`config.mk`:
```
export PLATFORM = sky130hd
export DESIGN_NAME = sequenciador_exibicao
export DESIGN_NICKNAME = d
export VERILOG_FILES = /design/src/rtl/sequenciador_exibicao.sv
export SDC_FILE = /design/constraint.sdc
export NUM_CORES = 1
export LEC_CHECK = 0
export CORE_MARGIN = 3
export CORE_UTILIZATION = 45
export CTS_CLUSTER_DIAMETER = 80
export DETAILED_ROUTE_END_ITERATION = 7
export DONT_BUFFER_PORTS = 1
export SLEW_MARGIN = 20
export SYNTH_ARGS = -nofsm -noshare
export SYNTH_HDL_FRONTEND = slang
export SYNTH_SLANG_ARGS = --single-unit
```
`constraint.sdc`:
```
create_clock -name clock -period 2.2 [get_ports clock]
set_clock_uncertainty 0.2 [all_clocks]
set_input_delay 0.33 -clock clock [delete_from_list [all_inputs] [get_ports clock]]
set_output_delay 0.33 -clock clock [all_outputs]
set_load 0.005 [all_outputs]
```
`src/rtl/sequenciador_exibicao.sv`:
```
// Plays back the stored sequence of the current round on the LEDs, one element per
// T_ON cycles followed by T_OFF blank cycles, then pulses pronto for one cycle.
module sequenciador_exibicao #(
    parameter int ADDR_W = 4,
    parameter int DATA_W = 4,
    parameter int T_ON   = 1000,
    parameter int T_OFF  = 500
) (
    input  logic              clock,
    input  logic              reset,
    input  logic              iniciar,
    input  logic              cancelar,
    input  logic [ADDR_W-1:0] rodada,
    input  logic [DATA_W-1:0] dado_mem,
    output logic [ADDR_W-1:0] endereco,
    output logic [DATA_W-1:0] leds,
    output logic              ativo,
    output logic              pronto,
    output logic [2:0]        db_estado
);

    localparam int TMAX = (T_ON > T_OFF) ? T_ON : T_OFF;
    localparam int TW   = $clog2(TMAX) + 1;

    typedef enum logic [2:0] {
        OCIOSO  = 3'd0,
        CARREGA = 3'd1,
        ACENDE  = 3'd2,
        APAGA   = 3'd3,
        PROXIMO = 3'd4,
        FIM     = 3'd5
    } estado_t;

    estado_t           estado, estado_prox;
    logic [ADDR_W-1:0] limite;
    logic [TW-1:0]     timer;
    logic [DATA_W-1:0] padrao;
    logic              fim_on, fim_off, ultimo;

    assign fim_on    = (timer == TW'(T_ON - 1));
    assign fim_off   = (timer == TW'(T_OFF - 1));
    assign ultimo    = (endereco == limite);
    assign db_estado = estado;

    always_ff @(posedge clock or posedge reset) begin
        if (reset) estado <= OCIOSO;
        else       estado <= estado_prox;
    end

    always_comb begin
        estado_prox = OCIOSO;
        leds        = '0;
        ativo       = 1'b1;
        pronto      = 1'b0;
        case (estado)
            OCIOSO: begin
                ativo       = 1'b0;
                estado_prox = iniciar ? CARREGA : OCIOSO;
            end
            CARREGA: estado_prox = ACENDE;
            ACENDE: begin
                leds        = padrao;
                estado_prox = fim_on ? APAGA : ACENDE;
            end
            APAGA:   estado_prox = fim_off ? (ultimo ? FIM : PROXIMO) : APAGA;
            PROXIMO: estado_prox = CARREGA;
            FIM: begin
                pronto      = 1'b1;
                estado_prox = OCIOSO;
            end
            default: begin
                ativo       = 1'b0;
                estado_prox = OCIOSO;
            end
        endcase
        // Abort overrides every transition, including a start in OCIOSO
        if (cancelar) estado_prox = OCIOSO;
    end

    always_ff @(posedge clock or posedge reset) begin
        if (reset) begin
            limite   <= '0;
            endereco <= '0;
            timer    <= '0;
            padrao   <= '0;
        end else if (cancelar) begin
            endereco <= '0;
            timer    <= '0;
        end else begin
            case (estado)
                OCIOSO: begin
                    if (iniciar) begin
                        limite   <= rodada;
                        endereco <= '0;
                        timer    <= '0;
                    end
                end
                CARREGA: begin
                    padrao <= dado_mem;
                    timer  <= '0;
                end
                ACENDE:  timer <= fim_on ? '0 : timer + TW'(1);
                APAGA:   timer <= fim_off ? '0 : timer + TW'(1);
                PROXIMO: endereco <= endereco + ADDR_W'(1);
                default: ;
            endcase
        end
    end

endmodule
```
# --- Word level (Yosys, flattened, before mapping) ---
# Cells that the tools add are included.
totals:
  ff_bits: 26
  inputBits: 12
  out_inout_bits: 13
  elab_cells: 42
op_classes:
  add_sub_neg: 2
  n_eq_ne: 9
  mux: 17
  n_bitwise: 1
  reduce_logical: 8
ops:
  columns: ["cell", "n"]
  rows:
  - ["11-bit two-way mux", 4]
  - ["11-bit one-hot mux with 4 select lines", 1]
  - ["3-bit one-hot mux with 5 select lines", 1]
  - ["4-bit two-way mux", 3]
  - ["11-bit by 1-bit adder with 11-bit output, second input constant", 1]
  - ["11-bit by 10-bit equality test with 1-bit output, second input constant", 1]
  - ["11-bit by 9-bit equality test with 1-bit output, second input constant", 1]
  - ["4-bit one-hot mux with 2 select lines", 1]
  - ["3-bit by 2-bit equality test with 1-bit output, second input constant", 2]
  - ["3-bit equality test, second input constant", 2]
  - ["3-bit two-way mux", 2]
  - ["2-bit AND reduction", 3]
  - ["1-bit two-way mux", 5]
  - ["5-bit nonzero test", 1]
  - ["5-bit OR reduction", 1]
  - ["4-bit by 1-bit adder with 4-bit output, second input constant", 1]
  - ["4-bit equality test", 1]
  - ["3-bit by 1-bit equality test with 1-bit output, second input constant", 1]
  - ["3-bit logical NOT", 1]
  - ["3-bit inequality test, second input constant", 1]
  - ["3-bit AND reduction", 1]
  - ["3-bit nonzero test", 1]
  - ["1-bit NOT", 1]

# --- Logic depth before layout (Yosys ltp) ---
depth:
  word_depth: 5
  depth_mapped: 7
  mapped_depth_nobuf: 6

# --- Worst setup path before layout ---
# No wires, ideal clock.
synth_path:
  kind: "register -> register"
  from: "reg timer[0]"
  to: "reg timer[3]"
  setup_time_ns: 0.118
  t_arrival_ns: 1.962
  required_ns: 1.882
  setup_slack_ns: -0.080
  stages_incl_launch_ff: 8
  n_path_buf: 1
  synth_period_minus_slack_ns: 2.280
  path_cell_list: "dfrtp_1 ha_1 or3b_1 or4_4 a22oi_2 buf_6 o21ai_2 a21o_1"
synth_between:
  elab_chain_len: 4
  elab_cells_between_ends: 7
  cone_classes: "add/sub (1); eq/ne (2); mux (4)"
synth_lines:
  columns: ["item", "line_no", "text"]
  rows:
  - ["start, declared", "36", "logic [TW-1:0] timer;"]
  - ["start signal, assigned", "102", "ACENDE: timer <= fim_on ? '0 : timer + TW'(1);"]
  - ["start signal, assigned", "103", "APAGA: timer <= fim_off ? '0 : timer + TW'(1);"]
  - ["11-bit by 1-bit adder with 11-bit output (tied with other cells)", "102, 103", null]
  - ["11-bit two-way mux (on tied branches)", "103, 102", null]
  - ["11-bit one-hot mux with 4 select lines *", "90", "case (estado)"]
  - ["11-bit two-way mux *", "86", "end else if (cancelar) begin"]
# Every way passes the cells marked *; elsewhere a longest branch is shown, timed or not.
# A chain may end at the register's enable or synchronous reset.

# --- Final worst setup path ---
layout_path:
  from: "reg timer[1]"
  to: "reg timer[3]"
# Same word-level chain as after synthesis.

==> flow_results.xml <==
<?xml version="1.0" encoding="UTF-8"?>
<metrics>
  <group name="flow_run">
    <metric name="number_of_max_cap_violations" unit="">0</metric>
  </group>
  <group name="cells_and_area">
    <metric name="post-route-cell-area" unit="mm²">0.001757</metric>
    <metric name="post_route_cells_drive_above_1_share" unit="%">25.60</metric>
    <metric name="area_used_by_multi_input_combinational_logic" unit="µm²">754.5</metric>
    <metric name="areaGrowthSynthToFinish" unit="%">24.91</metric>
    <metric name="filler_cell_count" unit="">254</metric>
    <metric name="final_nets" unit="">183</metric>
    <metric name="highest_count_cells_in_the_layout_ignoring_fill_and_taps" unit="">26 x dfrtp_1, 16 x buf_4, 11 x nor2_1, 10 x dlygate4sd3_1</metric>
    <metric name="sequential_cell_area" unit="µm²">650.6</metric>
    <metric name="layout_commonest_cell" unit="">dfrtp_1</metric>
    <metric name="diodes" unit="">0</metric>
  </group>
  <group name="timing">
    <metric name="worst_slew_margin_rel" unit="%">64.38</metric>
    <metric name="finalCritPeriodShare" unit="%">107.1</metric>
    <metric name="final-hold-violation-count" unit="">0</metric>
    <metric name="max_freq" unit="MHz">424.4</metric>
    <metric name="unrepaired_setup_endpoints_after_global_routing" unit="">true</metric>
    <metric name="tightestPinTransition" unit="ns">0.5269</metric>
    <metric name="number_of_endpoints_failing_setup_at_the_final_stage" unit="">11</metric>
    <metric name="timing.final.ws_setup" unit="ns">-0.1561</metric>
    <metric name="post-route-min-period" unit="ns">2.356</metric>
    <metric name="timing_max_transition_violations_final" unit="">0</metric>
  </group>
  <group name="critical_path">
    <metric name="cpMaxStageDelayCell" unit="">or4_4</metric>
    <metric name="setup.worst_path.end_class" unit="">register</metric>
    <metric name="worst-setup-path-type" unit="">reg -&gt; reg</metric>
    <metric name="startpoint_type" unit="">register</metric>
    <metric name="family_with_the_most_delay_on_the_worst_path" unit="">simple AND/OR/NAND/NOR gates</metric>
    <metric name="worstPathArrival" unit="ns">2.38</metric>
    <metric name="path_cells" unit="">ha_2 &gt; or3b_1 &gt; or4_4 &gt; a22oi_2 &gt; buf_4 &gt; o21ai_2 &gt; a21o_1</metric>
    <metric name="cp.required" unit="ns">2.23</metric>
    <metric name="critical_path.max_fanout" unit="">5</metric>
    <metric name="cp_num_buf_inv" unit="">1</metric>
    <metric name="worst_path_largest_cell_delay" unit="ns">0.50</metric>
  </group>
  <group name="drt">
    <metric name="wl" unit="µm">3321</metric>
    <metric name="dr_total_vias" unit="">1196</metric>
    <metric name="drt-initial-drc-count" unit="">67</metric>
    <metric name="vias_per_cell" unit="">5.695</metric>
    <metric name="drc" unit="">0</metric>
    <metric name="ant_nets" unit="">0</metric>
    <metric name="wire_per_inst" unit="µm">15.81</metric>
    <metric name="drt-pass1-iter-count" unit="">4</metric>
  </group>
  <group name="floorplan">
    <metric name="initial_core_util" unit="%">48.89</metric>
    <metric name="std_cell_rows" unit="">19</metric>
    <metric name="chipHeight" unit="µm">61.91</metric>
    <metric name="ios" unit="">25</metric>
    <metric name="dieArea" unit="mm²">0.003832</metric>
    <metric name="dieWidth" unit="µm">61.91</metric>
    <metric name="core-area" unit="mm²">0.002877</metric>
  </group>
  <group name="hold_path">
    <metric name="hold_path_class" unit="">in -&gt; reg</metric>
  </group>
  <group name="clocking">
    <metric name="root_buffer" unit="">clkbuf_4</metric>
    <metric name="h-tree-depth" unit="">1</metric>
    <metric name="cts.clk_slew.worst_paths" unit="ns">0.14</metric>
    <metric name="clock_path_buffers" unit="">2</metric>
    <metric name="cts_inserted_buffers" unit="">3</metric>
    <metric name="clock_insertion_delay_worst_skew" unit="ns">0.33</metric>
    <metric name="cts_tree" unit="">done</metric>
    <metric name="clock_sink_count" unit="">26</metric>
  </group>
  <group name="synth">
    <metric name="share_of_synthesized_area_occupied_by_flip_flops_and_latches" unit="%">46.26</metric>
    <metric name="synthesis.yosys.warnings" unit="">0</metric>
    <metric name="avgSynthCellArea" unit="µm²">9.904</metric>
    <metric name="share_of_flip_flops_with_an_asynchronous_set_or_reset" unit="%">100.0</metric>
    <metric name="syn_nets" unit="">156</metric>
    <metric name="synth_edf_count" unit="">0</metric>
    <metric name="synth_cells" unit="">142</metric>
    <metric name="synthesis.area" unit="mm²">0.001406</metric>
    <metric name="netlist-cell-type-count" unit="">37</metric>
    <metric name="synthFlopType" unit="">dfrtp_1</metric>
    <metric name="yosys_register_bits" unit="">26</metric>
  </group>
  <group name="grt">
    <metric name="grt_max_degree" unit="">17</metric>
    <metric name="global_route.usage.total" unit="%">19.89</metric>
    <metric name="grt_antenna_before_repair" unit="">0</metric>
    <metric name="global_route_wire_length_before_repair" unit="µm">5658</metric>
    <metric name="vias_in_the_first_global_route" unit="">1231</metric>
    <metric name="grt.overflow.total" unit="">0</metric>
  </group>
  <group name="power_and_ir_drop">
    <metric name="power_leakage" unit="nW">0.8141</metric>
    <metric name="cellPowerDensity" unit="mW/mm²">620.4</metric>
    <metric name="worst_vdd_drop" unit="mV">0.4285</metric>
  </group>
  <group name="placed_design">
    <metric name="globalplace.congestion" unit="">0.8123</metric>
    <metric name="place_hpwl" unit="µm">2425</metric>
    <metric name="numPortBuffers" unit="">0</metric>
    <metric name="dpl_cell_area" unit="mm²">0.001560</metric>
    <metric name="dp_worst_setup_slack" unit="ns">-0.1343</metric>
  </group>
  <group name="run_status">
    <metric name="violations_in_the_final_reports" unit="">negative setup slack</metric>
    <metric name="outcome" unit="">complete, but fails checks</metric>
  </group>
</metrics>
sequential cells by signal (all words and copies together), names as in the netlist:
name and flops:
timer 11, db_estado 3, padrao 4, limite 4
endereco 4
cell families after synthesis:
group | synth area share [%]
adder cells (fa/ha/maj) | 1.779
flip-flops | 46.26
AND/OR/NAND/NOR | 22.69
buffers and inverters | 2.935
multiplexers | 7.118
AO/OA/AOI/OAI | 14.86
XOR/XNOR | 4.360
layout make-up:
class | count | share of cell area [%]
inverter | 4 | 0.8547
clock buffer | 3 | 1.282
multi-input combinational | 107 | 42.95
timing repair buffer | 27 | 13.18
sequential | 26 | 37.04
tap | 42 | 2.991
clock inverter | 1 | 1.709
metrics by stage:
step                      hold slack (ns)  utilization [%]  std cells  setup TNS (ns)  total power [W]
final                             0.04551            61.07        210         -0.9060         0.001090
after global routing              0.03899            61.07        210          -2.028         0.001154
after CTS                         0.01792            59.72        209         -0.7222         0.001099
after detailed placement          0.05351            54.24        195         -0.5502        0.0007507
after global placement            0.03637            54.24        195         -0.1711        0.0007395
after floorplan                    0.1700                -        142         -0.1378        0.0007017
metal layers:
metal / wire [µm] / global-route usage (%) / vias to the layer above
li1: - / - / 569
met1: 1521 / 24.65 / 594
met2: 1625 / 34.68 / 27
met3: 124 / 4.752 / 6
met4: 50 / 5.152 / 0
met5: 0 / 0 / -
repair_timing:
action	4_1_cts	5_1_grt
hold buffers	10	0
gates cloned	0	0
setup endpoints to repair	11	16
endpoints found under the hold margin	24	0
pin swaps	0	7
resized for setup	4	8
buffers inserted	0	1
worst reg2reg max path, stage by stage (launching register included):
cell	delay [ns]
dfrtp_1	0.40
ha_2	0.19
or3b_1	0.34
or4_4	0.50
a22oi_2	0.24
buf_4	0.18
o21ai_2	0.05
a21o_1	0.18
synth_stat cells (all sizes together) (5+ instances only):
master	count	share of area, %
nand2	8	2.1
o21ai	10	3.8
xor2	5	3.1
nor3	6	2.1
a21oi	5	1.8
and2	5	2.2
mux2	8	6.4
nor2	11	2.9
a21o	6	3.2
dfrtp	26	46
nand3	8	2.8
worst paths after layout:
| kind | slack (ns) | cells past startpoint | startpoint | end |
|---|---|---|---|---|
| max in group asynchronous | 0.97 | 3 | reset | db_estado[0]$_DFF_PP0_ |
| setup / recovery | -0.16 | 7 | timer[1]$_DFFE_PP0P_ | timer[3]$_DFFE_PP0P_ |
| hold / removal | 0.05 | 3 | cancelar | timer[7]$_DFFE_PP0P_ |
| hold reg to reg | 0.31 | 1 | padrao[0]$_DFFE_PP0P_ | padrao[0]$_DFFE_PP0P_ |
| setup reg to reg | -0.16 | 7 | timer[1]$_DFFE_PP0P_ | timer[3]$_DFFE_PP0P_ |
| min in group asynchronous | 0.24 | 2 | reset | timer[8]$_DFFE_PP0P_ |
report_power, final:
group	switching (W)	leakage, nW	internal [W]	total (W)
clock network	0.000141	0.0279	0.000184	0.000325
logic	0.0000969	0.442	0.000106	0.000203
registers	0.0000297	0.344	0.000532	0.000562
(Power assumes the default switching activity.)
